### src/rtl/program_loader_if.sv
// Host-link byte stream and program-memory write bus for program_loader.
// The loader connects through the slave modport; the host/memory side uses master.
interface program_loader_if #(
  parameter int COMMAND_SIZE = 33,
  parameter int ADDR_WIDTH   = 10
);
  logic [7:0]              in_data;
  logic                    in_valid;
  logic                    in_ready;
  logic                    rearm;
  logic                    prog_we;
  logic [ADDR_WIDTH-1:0]   prog_addr;
  logic [COMMAND_SIZE-1:0] prog_wdata;
  logic [ADDR_WIDTH:0]     words_loaded;
  logic                    cpu_hold;
  logic                    done;
  logic                    err;

  modport master (
    output in_data, in_valid, rearm,
    input  in_ready, prog_we, prog_addr, prog_wdata, words_loaded, cpu_hold, done, err
  );

  modport slave (
    input  in_data, in_valid, rearm,
    output in_ready, prog_we, prog_addr, prog_wdata, words_loaded, cpu_hold, done, err
  );
endinterface

### src/rtl/program_loader.sv
// program_loader: writer side of the CPU instruction memory.
// Accepts a frame  START_BYTE, LEN_HI, LEN_LO, N x 5 data bytes  from a
// valid/ready byte stream, packs every 5 bytes (MSB first) into one
// COMMAND_SIZE-bit word and writes it to program memory. The CPU is held in
// reset (cpu_hold) until a complete image has been written.
// Optional feature: define PROGRAM_LOADER_CHECKSUM_EN to require a trailing
// XOR checksum byte covering the length and data bytes.
module program_loader #(
  parameter int         COMMAND_SIZE = 33,
  parameter int         ADDR_WIDTH   = 10,
  parameter int         PROGRAM_SIZE = 1024,
  parameter logic [7:0] START_BYTE   = 8'hA5
) (
  input logic             clk,
  input logic             reset,
  program_loader_if.slave bus
);

  localparam logic [16:0] LEN_LIMIT = 17'(PROGRAM_SIZE);

  typedef enum logic [2:0] {
    S_IDLE,
    S_LEN_HI,
    S_LEN_LO,
    S_LOAD,
`ifdef PROGRAM_LOADER_CHECKSUM_EN
    S_CSUM,
`endif
    S_DONE,
    S_ERROR
  } state_t;

  state_t                  state_q, state_d;
  logic [7:0]              len_hi_q, len_hi_d;
  logic [ADDR_WIDTH:0]     count_q, count_d;
  logic [2:0]              byte_idx_q, byte_idx_d;
  logic [COMMAND_SIZE-9:0] shift_q, shift_d;
  logic                    we_q, we_d;
  logic [ADDR_WIDTH-1:0]   addr_q, addr_d;
  logic [COMMAND_SIZE-1:0] wdata_q, wdata_d;
  logic [ADDR_WIDTH:0]     loaded_q, loaded_d;
  logic                    ready_q, ready_d;
  logic                    done_q, done_d;
  logic                    err_q, err_d;
  logic                    hold_q, hold_d;
`ifdef PROGRAM_LOADER_CHECKSUM_EN
  logic [7:0]              csum_q, csum_d;
`endif

  logic                    fire;
  logic [15:0]             len_full;
  logic [COMMAND_SIZE-1:0] word_next;

  // Only the low COMMAND_SIZE bits of the 40-bit assembly are ever kept, so
  // the upper byte bits fall off the top of the shifter naturally.
  assign fire      = bus.in_valid && ready_q;
  assign len_full  = {len_hi_q, bus.in_data};
  assign word_next = {shift_q, bus.in_data};

  assign bus.in_ready     = ready_q;
  assign bus.prog_we      = we_q;
  assign bus.prog_addr    = addr_q;
  assign bus.prog_wdata   = wdata_q;
  assign bus.words_loaded = loaded_q;
  assign bus.done         = done_q;
  assign bus.err          = err_q;
  assign bus.cpu_hold     = hold_q;

  // State and datapath registers; reset aborts any frame in flight.
  always_ff @(posedge clk or negedge reset) begin
    if (!reset) begin
      state_q    <= S_IDLE;
      len_hi_q   <= '0;
      count_q    <= '0;
      byte_idx_q <= '0;
      shift_q    <= '0;
      we_q       <= 1'b0;
      addr_q     <= '0;
      wdata_q    <= '0;
      loaded_q   <= '0;
      ready_q    <= 1'b0;
      done_q     <= 1'b0;
      err_q      <= 1'b0;
      hold_q     <= 1'b1;
`ifdef PROGRAM_LOADER_CHECKSUM_EN
      csum_q     <= '0;
`endif
    end else begin
      state_q    <= state_d;
      len_hi_q   <= len_hi_d;
      count_q    <= count_d;
      byte_idx_q <= byte_idx_d;
      shift_q    <= shift_d;
      we_q       <= we_d;
      addr_q     <= addr_d;
      wdata_q    <= wdata_d;
      loaded_q   <= loaded_d;
      ready_q    <= ready_d;
      done_q     <= done_d;
      err_q      <= err_d;
      hold_q     <= hold_d;
`ifdef PROGRAM_LOADER_CHECKSUM_EN
      csum_q     <= csum_d;
`endif
    end
  end

  // Next-state and next-output logic; status outputs are derived from the next state.
  always_comb begin
    state_d    = state_q;
    len_hi_d   = len_hi_q;
    count_d    = count_q;
    byte_idx_d = byte_idx_q;
    shift_d    = shift_q;
    we_d       = 1'b0;
    addr_d     = addr_q;
    wdata_d    = wdata_q;
    loaded_d   = loaded_q;
`ifdef PROGRAM_LOADER_CHECKSUM_EN
    csum_d     = csum_q;
`endif

    case (state_q)
      S_IDLE: begin
        if (fire && bus.in_data == START_BYTE) begin
          state_d = S_LEN_HI;
`ifdef PROGRAM_LOADER_CHECKSUM_EN
          csum_d  = 8'h00;
`endif
        end
      end

      S_LEN_HI: begin
        if (fire) begin
          len_hi_d = bus.in_data;
          state_d  = S_LEN_LO;
`ifdef PROGRAM_LOADER_CHECKSUM_EN
          csum_d   = csum_q ^ bus.in_data;
`endif
        end
      end

      S_LEN_LO: begin
        if (fire) begin
          loaded_d   = '0;
          byte_idx_d = '0;
`ifdef PROGRAM_LOADER_CHECKSUM_EN
          csum_d     = csum_q ^ bus.in_data;
`endif
          if (len_full == 16'd0) begin
`ifdef PROGRAM_LOADER_CHECKSUM_EN
            state_d = S_CSUM;
`else
            state_d = S_DONE;
`endif
          end else if ({1'b0, len_full} > LEN_LIMIT) begin
            state_d = S_ERROR;
          end else begin
            count_d = len_full[ADDR_WIDTH:0];
            state_d = S_LOAD;
          end
        end
      end

      S_LOAD: begin
        // The write cycle of the final word is where LOAD hands off. in_ready
        // is still high there, so a trailing checksum byte may already arrive.
        if (loaded_q == count_q) begin
`ifdef PROGRAM_LOADER_CHECKSUM_EN
          if (fire) begin
            state_d = (bus.in_data == csum_q) ? S_DONE : S_ERROR;
          end else begin
            state_d = S_CSUM;
          end
`else
          state_d = S_DONE;
`endif
        end else if (fire) begin
          shift_d = word_next[COMMAND_SIZE-9:0];
`ifdef PROGRAM_LOADER_CHECKSUM_EN
          csum_d  = csum_q ^ bus.in_data;
`endif
          if (byte_idx_q == 3'd4) begin
            we_d       = 1'b1;
            addr_d     = loaded_q[ADDR_WIDTH-1:0];
            wdata_d    = word_next;
            loaded_d   = loaded_q + 1'b1;
            byte_idx_d = '0;
          end else begin
            byte_idx_d = byte_idx_q + 3'd1;
          end
        end
      end

`ifdef PROGRAM_LOADER_CHECKSUM_EN
      S_CSUM: begin
        if (fire) begin
          state_d = (bus.in_data == csum_q) ? S_DONE : S_ERROR;
        end
      end
`endif

      S_DONE, S_ERROR: begin
        if (bus.rearm) begin
          state_d  = S_IDLE;
          loaded_d = '0;
        end
      end

      default: state_d = S_IDLE;
    endcase

    ready_d = !(state_d == S_DONE || state_d == S_ERROR);
    done_d  = (state_d == S_DONE);
    err_d   = (state_d == S_ERROR);
    hold_d  = (state_d != S_DONE);
  end

endmodule
### src/flat_wrapper.sv
// flat-port wrapper written by rule: the top's interface ports become plain ports
module program_loader_flat 
#(
  parameter int         COMMAND_SIZE = 33,
  parameter int         ADDR_WIDTH   = 10,
  parameter int         PROGRAM_SIZE = 1024,
  parameter logic [7:0] START_BYTE   = 8'hA5
)
  (clk, reset, bus_in_data, bus_in_valid, bus_rearm, bus_in_ready, bus_prog_we, bus_prog_addr, bus_prog_wdata, bus_words_loaded, bus_cpu_hold, bus_done, bus_err);
  program_loader_if #(.COMMAND_SIZE(COMMAND_SIZE), .ADDR_WIDTH(ADDR_WIDTH)) bus_i ();
  input logic clk;
  input logic reset;
  input wire logic [$bits(bus_i.in_data)-1:0] bus_in_data;
  input wire logic [$bits(bus_i.in_valid)-1:0] bus_in_valid;
  input wire logic [$bits(bus_i.rearm)-1:0] bus_rearm;
  output wire logic [$bits(bus_i.in_ready)-1:0] bus_in_ready;
  output wire logic [$bits(bus_i.prog_we)-1:0] bus_prog_we;
  output wire logic [$bits(bus_i.prog_addr)-1:0] bus_prog_addr;
  output wire logic [$bits(bus_i.prog_wdata)-1:0] bus_prog_wdata;
  output wire logic [$bits(bus_i.words_loaded)-1:0] bus_words_loaded;
  output wire logic [$bits(bus_i.cpu_hold)-1:0] bus_cpu_hold;
  output wire logic [$bits(bus_i.done)-1:0] bus_done;
  output wire logic [$bits(bus_i.err)-1:0] bus_err;
  assign bus_i.in_data = bus_in_data;
  assign bus_i.in_valid = bus_in_valid;
  assign bus_i.rearm = bus_rearm;
  assign bus_in_ready = bus_i.in_ready;
  assign bus_prog_we = bus_i.prog_we;
  assign bus_prog_addr = bus_i.prog_addr;
  assign bus_prog_wdata = bus_i.prog_wdata;
  assign bus_words_loaded = bus_i.words_loaded;
  assign bus_cpu_hold = bus_i.cpu_hold;
  assign bus_done = bus_i.done;
  assign bus_err = bus_i.err;
  program_loader #(.COMMAND_SIZE(COMMAND_SIZE), .ADDR_WIDTH(ADDR_WIDTH), .PROGRAM_SIZE(PROGRAM_SIZE), .START_BYTE(START_BYTE)) u_core (.clk(clk), .reset(reset), .bus(bus_i));
endmodule
### config.mk
export PLATFORM = sky130hd
export DESIGN_NAME = program_loader_flat
export DESIGN_NICKNAME = d
export VERILOG_FILES = /design/src/rtl/program_loader_if.sv /design/src/rtl/program_loader.sv /design/src/flat_wrapper.sv
export SDC_FILE = /design/constraint.sdc
export NUM_CORES = 1
export LEC_CHECK = 0
export CORE_ASPECT_RATIO = 0.8
export CORE_MARGIN = 10
export CORE_UTILIZATION = 28
export DETAILED_ROUTE_END_ITERATION = 12
export GPL_ROUTABILITY_DRIVEN = 0
export GPL_TIMING_DRIVEN = 0
export SYNTH_ARGS = -nofsm -noshare
export SYNTH_HDL_FRONTEND = slang
export SYNTH_SLANG_ARGS = --single-unit
### constraint.sdc
create_clock -name clk -period 2 [get_ports clk]
set_input_delay 0.3 -clock clk [delete_from_list [all_inputs] [get_ports clk]]
set_output_delay 0.3 -clock clk [all_outputs]
set_load 0.02 [all_outputs]
==> impl_metrics.toml, run 1 <==
[synth]
synth-seq-cells = 109
ys.flop_type = "dfrtp_1"
synthCells = 341
synth_cell_types = 50
synth.net_count = 358
avgSynthCellArea_um2 = 13.8
synth_top_area_cell = "dfrtp_1"
synthArstFlopShare = 1.00
synth_top_cells_by_area = "dfrtp_1 (57%), mux2_2 (20%), xnor2_1 (2.0%)"
ys_warn_count = 0
synth-edff-count = 0
synth_top_area_share = 0.573
synth-seq-area-share = 0.579
syn_area_um2 = 4720

[outcome]
violations = "setup timing"
status = "finished with violations"

[cells_and_area]
layout_commonest_cell = "dfrtp_1"
layout-drive-gt1-share = 0.462
final_cells = 682
fin_nets = 473
fin_area_um2 = 6750
final_cell_mix = "dfrtp_1 (98), mux2_2 (75), clkdlybuf4s50_1 (61)"
syn2layout_area_growth_pct = 43.1

[floorplan]
ioPinCount = 71
coreArea_um2 = 16600
initial_core_util = 0.285
num_rows = 42
fp.dieArea_um2 = 22500
die_h_um = 136
die_w_um = 165

[global_route]
antenna_found_initial = 2
grt_pass1_wl_um = 19100
grt_usage = 0.110
grt.overflow.total = 0
grt_max_degree = 59
first_global_vias = 3417

[critical_path]
start_kind = "flip-flop"
critPathCaptureType = "flip-flop"
rrSetupSlack_ns = -0.02
cp_max_fo = 10
required_ns = 2.23
crit_type = "flip-flop to flip-flop"
arrival_ns = 2.25

[power_and_ir_drop]
p_comb_frac = 0.252
seqPwrFrac = 0.419
peakVddDrop_uv = 475
internal_power_mw = 4.43
leakagePower_nw = 2.99
switching_share = 0.290
powerDensity_nw_per_um2 = 925
switchingPower_mw = 1.81
p_clk_frac = 0.330

[routing]
via_per_inst = 4.87
drt_iter0_markers = 300
drcViolationCount = 0
wl_um = 12700
ant_nets = 0
routed_wire_length_per_instance_um = 18.7
firstDrtPassIters = 6
vias = 3318

[job]
drv_cap = 0

[sta]
hold_viol = 0
finClkSkew_ns = 0.00683
fmax_mhz = 496
slew-limit-headroom = 0.477
finalCriticalPeriod_ns = 2.02
setup_ws_ns = -0.0158
post-route-period-util = 1.01
setup_viol = 7
worst_pin_slew_ns = 0.784
rsz0062_at_grt = "true"
whs_ns = 0.0378
slew_violations = 0

[clock_tree]
numCtsBuffers = 9
path_clk_slew_ns = 0.07
clock_path_buffers = 2
htreeDepth = 3
insertion_delay_ns = 0.34
root_buffer = "clkbuf_16"
cts_tree = "built"
cts_sinks = 109

[worst_hold_path]
hp-class = "primary input to async pin"

[placement]
pre_cts_ws_ns = -0.711
portBuffers = 70
placed_cells_incl_taps = 632
place_area_um2 = 5740
hpwl_um = 8340
==> final timing paths <==
| kind | from | endpoint | cells past startpoint |
|---|---|---|---|
| setup / recovery | u_core.bus.words_loaded[4] | u_core.bus.prog_wdata[29] | 8 |
| hold / removal | reset | u_core.count_q[10] | 1 |
| setup reg to reg | u_core.bus.words_loaded[4] | u_core.bus.prog_wdata[29] | 8 |
| hold reg to reg | u_core.shift_q[19] | u_core.shift_q[19] | 1 |
| max in group asynchronous | reset | u_core.bus.cpu_hold | 2 |
| min in group clk | u_core.shift_q[19] | u_core.shift_q[19] | 1 |
==> worst max-delay path, cell delays in order, from the launching register on <==
cell and delay [ns]:
dfrtp_2 0.48, xnor2_2 0.14, nand4_1 0.17, buf_4 0.19
o31ai_4 0.23, nor3_4 0.07, buf_12 0.16, buf_12 0.15
mux2_4 0.29
==> area by class of cell <==
cell class	count	area [um2]
Tap cell	220	275
Antenna cell	1	2.50
Fill cell	1536	9800
Clock buffer	10	239
Clock inverter	6	109
Timing Repair Buffer	104	991
Inverter	5	18.8
Multi-Input combinational cell	215	2210
Sequential cell	109	2740
Buffer	12	165
==> layer usage <==
| metal | wire, um | up-vias | part of all wire | GRT usage |
|---|---|---|---|---|
| li1 | - | 1489 | - | - |
| met1 | 5560 | 1692 | 0.44 | 0.143 |
| met2 | 5900 | 123 | 0.46 | 0.166 |
| met3 | 1140 | 12 | 0.089 | 0.0408 |
| met4 | 116 | 2 | 0.0091 | 0.0300 |
| met5 | 7 | - | 0.00055 | 0 |
==> power groups by stage <==
stage	sequential [mW]	combinational, mW	clock (mW)
after global routing	2.64	1.66	2.24
after detailed placement	2.62	0.967	0
after floorplan	2.58	0.709	0
after global placement	2.61	0.934	0
final	2.61	1.57	2.06
after CTS	2.57	1.29	2.12
==> cell families after synthesis <==
logic type | after synthesis | share of synthesized area
compound gates | 42 | 0.0647
fa+ha+maj | 5 | 0.0133
mux | 90 | 0.214
flops | 109 | 0.579
buf+inv | 18 | 0.0215
simple gates | 66 | 0.0875
xor+xnor | 11 | 0.0204
==> state kept, by name, summed over array words and instances, names as in the netlist <==
name	count
u_core.bus.cpu_hold	1
u_core.bus.done	1
u_core.bus.err	1
u_core.bus.in_ready	1
u_core.bus.prog_addr	10
u_core.bus.prog_wdata	33
u_core.bus.prog_we	1
u_core.bus.words_loaded	11
u_core.byte_idx_q	3
u_core.count_q	11
u_core.len_hi_q	8
u_core.shift_q	25
u_core.state_q	3
==> Yosys cell counts, drive strengths merged (4+ instances only) <==
cell type,count
nand3,6
nand2,15
nor4,4
buf,11
a21oi,14
or4,8
nor2,5
dfrtp,108
nor3,5
o21ai,7
nand4,7
o31ai,12
xnor2,11
mux2,87
ha,5
inv,5
==> metrics by stage <==
step,setup TNS (ns),utilization,total power [mW]
after global routing,-2.77,0.408,6.53
after global placement,-410.90,0.345,3.54
final,-0.0785,0.408,6.24
after floorplan,0,-,3.29
after CTS,-0.741,0.386,5.98
after detailed placement,-30.13,0.347,3.59
==> repair_timing <==
item / CTS / global route
pin swaps: 9 / 10
gates resized for setup: 43 / 66
setup endpoints to repair: 92 / 90
buffers inserted: 18 / 13
hold buffers: 0 / 0
cloned: 2 / 2
Power figures use the tool's default switching activity.
==> run 2: changes to the inputs <==
--- a/config.mk
+++ b/config.mk
@@ -5,7 +5,7 @@
 export SDC_FILE = /design/constraint.sdc
 export NUM_CORES = 1
 export LEC_CHECK = 0
-export CORE_ASPECT_RATIO = 0.8
+export CORE_ASPECT_RATIO = 1.25
 export CORE_MARGIN = 10
 export CORE_UTILIZATION = 28
 export DETAILED_ROUTE_END_ITERATION = 12
@@ -14,3 +14,4 @@
 export SYNTH_ARGS = -nofsm -noshare
 export SYNTH_HDL_FRONTEND = slang
 export SYNTH_SLANG_ARGS = --single-unit
+export TNS_END_PERCENT = 50
==> run 2 against run 1 <==
The flow still finishes with violations (setup timing). Cell area up 3.5%. Sequential power about the same. Power down 2.5%. First-iteration DRC count down 52%. Utilization up 1.0 points. Sequential share of layout area down 1.4 points. Clock skew about the same. Final cell count up 1.9%. Critical endpoint is now u_core.shift_q[17]. Largest power group unchanged.
==> impl_metrics.toml, run 2 (synthesis gave the netlist of run 1 again) <==
[routing]
routed_wire_length_per_instance_um = 18.6
drcViolationCount = 0
wl_met2_um = 6720
drt_iter0_markers = 143
firstDrtPassIters = 4
wl_met1_um = 5310
vias = 3323
wl_met3_um = 669
highest_layer = "met4"
wl_um = 12900
ant_nets = 0
via_per_inst = 4.78

[floorplan]
die_w_um = 136
fp.dieArea_um2 = 22500
num_rows = 53
ioPinCount = 71
initial_core_util = 0.282
die_h_um = 165
coreArea_um2 = 16700

[cells_and_area]
final_cell_mix = "dfrtp_1 (99), mux2_2 (67), clkdlybuf4s50_1 (62)"
final_cells = 695
largest_reg_flops = 33
fin_nets = 487
fillers = 1550
post-route-util = 0.418
layout-drive-gt1-share = 0.469
layout_commonest_cell = "dfrtp_1"
syn2layout_area_growth_pct = 48.1
diodes = 0

[outcome]
status = "finished with violations"
violations = "setup timing"

[sta]
finalCriticalPeriod_ns = 2.03
finClkSkew_ns = 0.00690
whs_ns = 0.426
slew-limit-headroom = 0.642
fmax_mhz = 493
post-route-period-util = 1.01
setup_ws_ns = -0.0264
rsz0062_at_grt = "true"
slew_violations = 0
worst_pin_slew_ns = 0.536
hold_viol = 0
setup_viol = 15

[power_and_ir_drop]
switching_share = 0.310
peakVddDrop_uv = 406
switchingPower_mw = 1.89
leakagePower_nw = 3.13
p_comb_frac = 0.262
power_mw = 6.09
seqPwrFrac = 0.429
powerDensity_nw_per_um2 = 871
internal_power_mw = 4.20
p_clk_frac = 0.309

[placement]
hpwl_um = 8180
placed_cells_incl_taps = 632
portBuffers = 70
pre_cts_ws_ns = -0.761

[critical_path]
max_stage_delay_ns = 0.48
critPathCaptureType = "flip-flop"
crit_path_top_delay_cell = "dfrtp_2"
start_kind = "flip-flop"
path_cells = "xnor2_2 > nand3_4 > o31a_4 > nand2_8 > clkbuf_16 > mux2_2"
rrSetupSlack_ns = -0.03
crit_type = "flip-flop to flip-flop"
arrival_ns = 2.27
required_ns = 2.24
cp_max_fo = 7
r2r_cells = 6

[global_route]
grt_pass1_wl_um = 19000
grt_usage = 0.109
antenna_found_initial = 0
first_global_vias = 3457
grt.overflow.total = 0
grt_max_degree = 72

[clock_tree]
cts_tree = "built"
root_buffer = "clkbuf_16"
cts_sinks = 109
clock_path_buffers = 2
insertion_delay_ns = 0.35
numCtsBuffers = 9
path_clk_slew_ns = 0.08
htreeDepth = 3

[worst_hold_path]
hp-class = "primary input to flip-flop"
hold_path_depth = 2

[job]
drv_cap = 0
-- run 2: area by class of cell --
| cell class | count | area (um2) | share of cell area |
|---|---|---|---|
| multi-input cells | 214 | 2240 | 0.320 |
| plain buffers | 12 | 175 | 0.0251 |
| clock inverters | 7 | 87.6 | 0.0125 |
| clock buffers | 9 | 225 | 0.0322 |
| flip-flops and latches | 109 | 2740 | 0.392 |
| well taps | 220 | 275 | 0.0394 |
| inverters | 5 | 18.8 | 0.00269 |
| repair buffers | 119 | 1230 | 0.176 |
-- run 2: stage by stage --
| step | TNS [ns] | area (um2) |
|---|---|---|
| after floorplan | 0 | 4740 |
| after global placement | -421.68 | 5710 |
| after detailed placement | -31.97 | 5740 |
| after CTS | -1.37 | 6390 |
| after global routing | -4.70 | 6990 |
| final | -0.218 | 6990 |
-- run 2: worst max-delay path: cells and delay by family, from the launching register on --
kind | cells | cell delay [ns]
compound gates | 1 | 0.42
simple gates | 2 | 0.30
buf+inv | 1 | 0.17
xor+xnor | 1 | 0.22
flops | 1 | 0.48
mux | 1 | 0.32
-- run 2: final timing paths --
check | end | start
worst min register to register | u_core.bus.prog_wdata[25] | u_core.shift_q[17]
min in group asynchronous | u_core.bus.err | reset
max in group asynchronous | u_core.bus.words_loaded[6] | reset
worst max register to register | u_core.shift_q[17] | u_core.bus.words_loaded[0]
worst min-delay path | u_core.count_q[0] | bus_in_data[0]
worst max-delay path | u_core.shift_q[17] | u_core.bus.words_loaded[0]
-- run 2: power by group through the flow --
stage / registers [mW] / logic [mW] / clock network (mW)
2_1_floorplan: 2.58 / 0.709 / 0
3_3_place_gp: 2.61 / 0.947 / 0
3_5_place_dp: 2.62 / 0.979 / 0
4_1_cts: 2.57 / 1.27 / 1.95
5_1_grt: 2.63 / 1.72 / 2.02
6_report: 2.61 / 1.59 / 1.88
-- run 2: what timing repair did --
item,CTS,global route
gates resized for setup,45,64
buffers inserted,16,24
gates cloned,0,8
endpoints found under the setup margin,92,94
pin swaps,14,9
hold buffers,1,0
hold endpoints to repair,37,0
-- run 2: routing by layer --
layer,vias up,GRT usage
met3,16,0.0312
li1,1518,-
met4,0,0.0519
met1,1715,0.126
met5,-,0
met2,74,0.181
